[src/rtl/cpm_pkg.sv]
// Shared defaults and drain FSM state type for the CPM top-K sorter datapath.
package cpm_pkg;

  localparam int CPM_DATA_DW = 8;
  localparam int CPM_INFO_DW = 8;
  localparam int CPM_SORT_DW = 32;

  typedef enum logic [1:0] {
    IDLE,
    SEND,
    DONE
  } drain_state_t;

endpackage

[src/rtl/cpm_topk_sel.sv]
// Registered SORT_DW:1 selector of {DAT,INF} by index; with CPM_DRAIN_THR_EN it also
// registers whether the entry after the selected one falls below the threshold.
module cpm_topk_sel
  import cpm_pkg::*;
#(
  parameter int DATA_DW = CPM_DATA_DW,
  parameter int INFO_DW = CPM_INFO_DW,
  parameter int SORT_DW = CPM_SORT_DW,
  parameter int SORT_AW = $clog2(SORT_DW)
) (
  input  logic                       clk,
  input  logic                       rst_n,
  input  logic                       clear,
  input  logic                       load,
  input  logic [SORT_AW-1:0]         sel,
  input  logic [SORT_DW*DATA_DW-1:0] src_dat,
  input  logic [SORT_DW*INFO_DW-1:0] src_inf,
`ifdef CPM_DRAIN_THR_EN
  input  logic [DATA_DW-1:0]         thr,
  output logic                       below_next,
`endif
  output logic [DATA_DW-1:0]         dat,
  output logic [INFO_DW-1:0]         inf
);

  logic [DATA_DW-1:0] pick_dat;
  logic [INFO_DW-1:0] pick_inf;
`ifdef CPM_DRAIN_THR_EN
  logic [DATA_DW-1:0] next_dat;
  logic               next_ok;
`endif

  always_comb begin
    pick_dat = '0;
    pick_inf = '0;
`ifdef CPM_DRAIN_THR_EN
    next_dat = '0;
    next_ok  = 1'b0;
`endif
    for (int unsigned i = 0; i < SORT_DW; i++) begin
      if (sel == SORT_AW'(i)) begin
        pick_dat = src_dat[i*DATA_DW +: DATA_DW];
        pick_inf = src_inf[i*INFO_DW +: INFO_DW];
      end
`ifdef CPM_DRAIN_THR_EN
      if (i == 32'(sel) + 32'd1) begin
        next_dat = src_dat[i*DATA_DW +: DATA_DW];
        next_ok  = 1'b1;
      end
`endif
    end
  end

  always_ff @(posedge clk or negedge rst_n) begin
    if (!rst_n) begin
      dat <= '0;
      inf <= '0;
`ifdef CPM_DRAIN_THR_EN
      below_next <= 1'b0;
`endif
    end else if (clear) begin
      dat <= '0;
      inf <= '0;
`ifdef CPM_DRAIN_THR_EN
      below_next <= 1'b0;
`endif
    end else if (load) begin
      dat <= pick_dat;
      inf <= pick_inf;
`ifdef CPM_DRAIN_THR_EN
      below_next <= next_ok && (next_dat < thr);
`endif
    end
  end

endmodule

[src/rtl/cpm_topk_drain.sv]
// Snapshots the sorted top-K array on TOPK_DAT_VLD rise and streams the first N entries.
// Optional early stop below a threshold when CPM_DRAIN_THR_EN is defined.
module cpm_topk_drain
  import cpm_pkg::*;
#(
  parameter int DATA_DW = CPM_DATA_DW,
  parameter int INFO_DW = CPM_INFO_DW,
  parameter int SORT_DW = CPM_SORT_DW,
  parameter int SORT_AW = $clog2(SORT_DW)
) (
  input  logic                       clk,
  input  logic                       rst_n,
  input  logic                       clear,
  input  logic                       TOPK_DAT_VLD,
  input  logic [SORT_DW*DATA_DW-1:0] TOPK_DAT_DAT,
  input  logic [SORT_DW*INFO_DW-1:0] TOPK_DAT_INF,
  input  logic [SORT_AW:0]           CFG_NUM,
`ifdef CPM_DRAIN_THR_EN
  input  logic [DATA_DW-1:0]         CFG_THR,
`endif
  output logic                       OUT_DAT_VLD,
  input  logic                       OUT_DAT_RDY,
  output logic                       OUT_DAT_LST,
  output logic [DATA_DW-1:0]         OUT_DAT_DAT,
  output logic [INFO_DW-1:0]         OUT_DAT_INF,
  output logic [SORT_AW-1:0]         OUT_DAT_IDX,
  output logic                       BUSY
);

  localparam logic [SORT_AW:0] NUM_MAX = (SORT_AW+1)'(SORT_DW);

  drain_state_t               state_q, state_d;
  logic                       vld_prev;
  logic [SORT_DW*DATA_DW-1:0] snap_dat;
  logic [SORT_DW*INFO_DW-1:0] snap_inf;
  logic [SORT_AW:0]           num_q, num_new;
  logic [SORT_AW-1:0]         idx_q, idx_nxt;
  logic                       lst_q, lst_raw;
  logic                       rise, capture, fire, advance, empty;
`ifdef CPM_DRAIN_THR_EN
  logic [DATA_DW-1:0]         thr_q;
  logic                       below_next;
`endif

  assign rise    = TOPK_DAT_VLD & ~vld_prev;
  assign capture = (state_q == IDLE) & rise & ~clear;
  assign num_new = (CFG_NUM > NUM_MAX) ? NUM_MAX : CFG_NUM;
  assign idx_nxt = idx_q + 1'b1;

  assign OUT_DAT_VLD = (state_q == SEND);
  assign BUSY        = (state_q == SEND);
  assign OUT_DAT_IDX = idx_q;
  assign fire        = OUT_DAT_VLD & OUT_DAT_RDY;
  assign advance     = fire & ~OUT_DAT_LST;

`ifdef CPM_DRAIN_THR_EN
  // Sorted descending: entry 0 below threshold means nothing qualifies.
  assign empty   = (num_new == '0) | (TOPK_DAT_DAT[DATA_DW-1:0] < CFG_THR);
  assign lst_raw = lst_q | below_next;
`else
  assign empty   = (num_new == '0);
  assign lst_raw = lst_q;
`endif
  assign OUT_DAT_LST = OUT_DAT_VLD & lst_raw;

  always_comb begin
    state_d = state_q;
    case (state_q)
      IDLE:    if (rise) state_d = empty ? DONE : SEND;
      SEND:    if (fire && OUT_DAT_LST) state_d = DONE;
      DONE:    if (!TOPK_DAT_VLD) state_d = IDLE;
      default: state_d = IDLE;
    endcase
    if (clear) state_d = IDLE;
  end

  always_ff @(posedge clk or negedge rst_n) begin
    if (!rst_n) begin
      state_q  <= IDLE;
      vld_prev <= 1'b0;
      snap_dat <= '0;
      snap_inf <= '0;
      num_q    <= '0;
      idx_q    <= '0;
      lst_q    <= 1'b0;
`ifdef CPM_DRAIN_THR_EN
      thr_q    <= '0;
`endif
    end else begin
      state_q  <= state_d;
      vld_prev <= TOPK_DAT_VLD;
      if (clear) begin
        snap_dat <= '0;
        snap_inf <= '0;
        num_q    <= '0;
        idx_q    <= '0;
        lst_q    <= 1'b0;
`ifdef CPM_DRAIN_THR_EN
        thr_q    <= '0;
`endif
      end else if (capture) begin
        snap_dat <= TOPK_DAT_DAT;
        snap_inf <= TOPK_DAT_INF;
        num_q    <= num_new;
        idx_q    <= '0;
        lst_q    <= (num_new == (SORT_AW+1)'(1));
`ifdef CPM_DRAIN_THR_EN
        thr_q    <= CFG_THR;
`endif
      end else if (advance) begin
        idx_q <= idx_nxt;
        lst_q <= ({1'b0, idx_nxt} == num_q - 1'b1);
      end
    end
  end

  // On the snapshot cycle the selector reads the live array so beat 0 is ready one cycle after the edge.
  cpm_topk_sel #(
    .DATA_DW(DATA_DW),
    .INFO_DW(INFO_DW),
    .SORT_DW(SORT_DW),
    .SORT_AW(SORT_AW)
  ) u_sel (
    .clk       (clk),
    .rst_n     (rst_n),
    .clear     (clear),
    .load      (capture | advance),
    .sel       (capture ? '0 : idx_nxt),
    .src_dat   (capture ? TOPK_DAT_DAT : snap_dat),
    .src_inf   (capture ? TOPK_DAT_INF : snap_inf),
`ifdef CPM_DRAIN_THR_EN
    .thr       (capture ? CFG_THR : thr_q),
    .below_next(below_next),
`endif
    .dat       (OUT_DAT_DAT),
    .inf       (OUT_DAT_INF)
  );

endmodule

[config.mk]
export PLATFORM = sky130hd
export DESIGN_NAME = cpm_topk_drain
export DESIGN_NICKNAME = d
export VERILOG_FILES = /design/src/rtl/cpm_pkg.sv /design/src/rtl/cpm_topk_sel.sv /design/src/rtl/cpm_topk_drain.sv
export SDC_FILE = /design/constraint.sdc
export NUM_CORES = 1
export LEC_CHECK = 0
export ABC_AREA = 1
export CAP_MARGIN = 5
export CORE_MARGIN = 4
export CORE_UTILIZATION = 48
export CTS_CLUSTER_DIAMETER = 80
export DETAILED_ROUTE_END_ITERATION = 16
export GPL_ROUTABILITY_DRIVEN = 0
export PLACE_DENSITY = 0.78
export SYNTH_ARGS = -nofsm -noshare
export SYNTH_HDL_FRONTEND = slang
export SYNTH_SLANG_ARGS = --single-unit
[constraint.sdc]
create_clock -name clk -period 2.8 [get_ports clk]
set_input_delay 0.84 -clock clk [delete_from_list [all_inputs] [get_ports clk]]
set_output_delay 0.84 -clock clk [all_outputs]
set_load 0.01 [all_outputs]
==> run_results.csv <==
group,metric,value,unit
route,via_count,29793,
power_and_ir_drop,power,25.8,mW
timing,holdWs,0.158,ns
cells_and_area,stdcell_area,41700,µm²
place,place_area,37500,µm²
clock_network,clk_latency,0.64,ns
logic_synthesis,muxShareOfSynthArea,0.0949,
timing,tns,-15.61,ns
floorplan,coreArea,58100,µm²
route,dr.pass1.iters,7,
critical_path,crit_start,"state_q[1]$_DFFE_PN0P_",
global_routing,use_met2,0.530,
timing,max_slew_margin,0.215,
critical_path,r2r-start,"state_q[1]$_DFFE_PN0P_",
logic_synthesis,synth_edf_count,0,
logic_synthesis,yosys.area.top_type_share,0.479,
cells_and_area,final_core_util,0.718,
clock_network,holdBufCountCts,0,
logic_synthesis,synth_flop_cell,"dfrtp_1",
route,ant_nets,0,
logic_synthesis,synthCells,3687,
logic_synthesis,syn_avg_cell_area,7.70,µm²
route,drc_errors,0,
timing,setup_viol,16,
logic_synthesis,yosys.area.top_type,"dfrtp_1",
hold_path,worstHoldPathType,"in2async",
global_routing,globalRoute.busiestLayer,"met2",
logic_synthesis,synth_fa_ha_area_frac,0.000882,
critical_path,crit_path_start_kind,"register",
cells_and_area,drive_gt1_frac,0.203,
critical_path,critical_path.max_fanout,7,
timing,hold_violations,0,
floorplan,core.rowCount,88,
critical_path,crit_type,"reg2reg",
logic_synthesis,synth-seq-area-share,0.479,
route,wirelength,117,mm
clock_network,cts_tree,"yes",
floorplan,io_pins,547,
timing,maxSlewViolCount,0,
global_routing,gr-total-overflow,0,
cells_and_area,final_cell_mix,"813 x nand2_1, 542 x dfrtp_1, 539 x clkdlybuf4s50_1",
critical_path,endpoint_kind,"register",
timing,fin_crit_sh,1.43,
floorplan,die-height,251,µm
global_routing,gr-usage-all-layers,0.345,
place,io_buffers,546,
logic_synthesis,yosys_register_bits,543,
timing,period_needed,4.01,ns
clock_network,clockBufferDepth,3,
logic_synthesis,synth.net_count,4212,
global_routing,antenna_found_initial,10,
outcome,violations,"setup timing",
logic_synthesis,yosysWarnings,0,
logic_synthesis,ys_top_cells_by_area,"dfrtp_1 48%, nand2_1 13%, mux2i_1 9.5%, nor2_1 7.2%, inv_1 7.0%",
clock_network,cts_buffers,56,
logic_synthesis,async_flop_share,1.00,
place,dp_hpwl,80.5,mm
clock_network,clkSinkCount,543,
timing,fmax,0.249,GHz
timing,tightest_slew,1.18,ns
cells_and_area,layout-area-overhead-vs-synth,47.0,%
critical_path,timing.critical_path.slowest_cell_delay,0.62,ns
timing,skew,0.0349,ns
global_routing,grt_pass1_vias,29312,
clock_network,htree_levels,2,
cells_and_area,mostFrequentLayoutCell,"nand2_1",
timing,rsz0062_at_grt,"yes",
critical_path,crit_required,3.35,ns
power_and_ir_drop,power_leakage,21.7,nW
global_routing,grt_start_max_net_pins,253,
critical_path,critPathArrivalTime,4.57,ns
critical_path,cpMostUsedCell,"nand2_1",
power_and_ir_drop,power.density,619,nW/µm²
floorplan,die_area,63100,µm²
route,first_iter_violations,3990,
clock_network,clockRootBuffer,"clkbuf_16",
logic_synthesis,synth_compound_area_frac,0.0812,
clock_network,cts.reportedPaths.clkPinSlew,0.06,ns
outcome,status,"finished with violations",
global_routing,grt_pass1_wl,169,mm
floorplan,die_x,251,µm
floorplan,initial_utilization,0.488,
logic_synthesis,synthXorXnorAreaFrac,0.00212,
logic_synthesis,synth_top_family_by_area,"simple AND/OR/NAND/NOR gates",
route,via_per_inst,5.50,
global_routing,grt_use_met3,0.0795,
critical_path,slowest_stage,"o21ai_1",
logic_synthesis,syn_area,28400,µm²
logic_synthesis,ys_types,39,
power_and_ir_drop,peakVddDrop,544,µV
logic_synthesis,synthSimpleGateAreaFrac,0.231,
global_routing,use_met1,0.450,
run,drv_cap,0,
cells_and_area,final_nets,5125,
timing,layout_setup_ws,-1.21,ns
route,avgRoutedWirePerCell,21.5,µm
worst max-delay path, delay by kind of cell, from the launching register on:
kind	cells	cell delay, ns
AO/OA/AOI/OAI	1	0.62
AND/OR/NAND/NOR	30	2.43
flip-flops	1	0.41
buffers and inverters	3	0.44
path summary, 6_finish.rpt:
check | endpoint | slack, ns | depth (start not counted)
max | u_sel.inf[3]$_DFFE_PN0P_ | -1.21 | 34
min | snap_dat[146]$_DFF_PN0_ | 0.16 | 1
max reg2reg | u_sel.inf[3]$_DFFE_PN0P_ | -1.21 | 34
min reg2reg | u_sel.inf[7]$_DFFE_PN0P_ | 0.48 | 2
max in group asynchronous | snap_dat[77]$_DFF_PN0_ | 1.74 | 2
min in group clk | vld_prev$_DFF_PN0_ | 0.47 | 1
through the flow:
step | instances | setup slack [ns]
final | 5419 | -1.21
after global routing | 5419 | -1.47
after CTS | 5397 | -0.937
after detailed placement | 5238 | -2.40
after global placement | 5238 | -2.39
after floorplan | 3687 | -0.412
flip-flops by register name, indices dropped and copies added (netlist names):
name	cells
snap_dat	256
snap_inf	256
u_sel.dat	8
u_sel.inf	8
num_q	6
OUT_DAT_IDX	5
state_q	2
lst_q	1
vld_prev	1
cell type report:
type                       count  area [µm²]
clock inverter                28         369
tap                          765         957
antenna                        9        22.5
timing repair buffer        1051       10100
clock buffer                  75        1620
multi-input combinational   2391       13000
fill                        4025       16400
inverter                     557        2120
sequential                   543       13600
cell usage after synthesis, drive strengths merged (2+ instances only):
cell	n
nand3b	9
ha	2
nor4	2
xor2	4
nor3	11
or2	8
xnor2	2
nand2	969
nand3	78
nand4	22
mux2i	269
o21ai	316
inv	552
buf	92
clkinv	5
a21oi	125
nor2	560
o22ai	8
dfrtp	543
clkbuf	105
logic make-up after synthesis:
family          after synthesis
compound gates              454
simple gates               1659
fa+ha+maj                     2
buf+inv                     754
xor+xnor                      6
mux                         269
flops                       543
what timing repair did:
action | 4_1_cts | 5_1_grt
setup buffers | 51 | 23
pin swaps | 118 | 147
gates resized for setup | 246 | 192
setup endpoints to repair | 189 | 41
cloned | 6 | 1
where the power goes:
part | switching, mW | internal (mW) | total [mW] | leakage [nW]
combinational | 5.30 | 3.80 | 9.10 | 13.3
sequential | 0.240 | 8.37 | 8.61 | 7.48
clock | 3.40 | 4.73 | 8.12 | 0.964
per-layer routing:
layer	part of all wire	wire, µm	vias up
met3	0.12	13500	547
met2	0.44	51500	2135
met5	0.00011	13	-
met4	0.075	8770	2
met1	0.37	42900	13925
li1	-	-	13184
No activity file was read; power rests on OpenSTA's default activity.
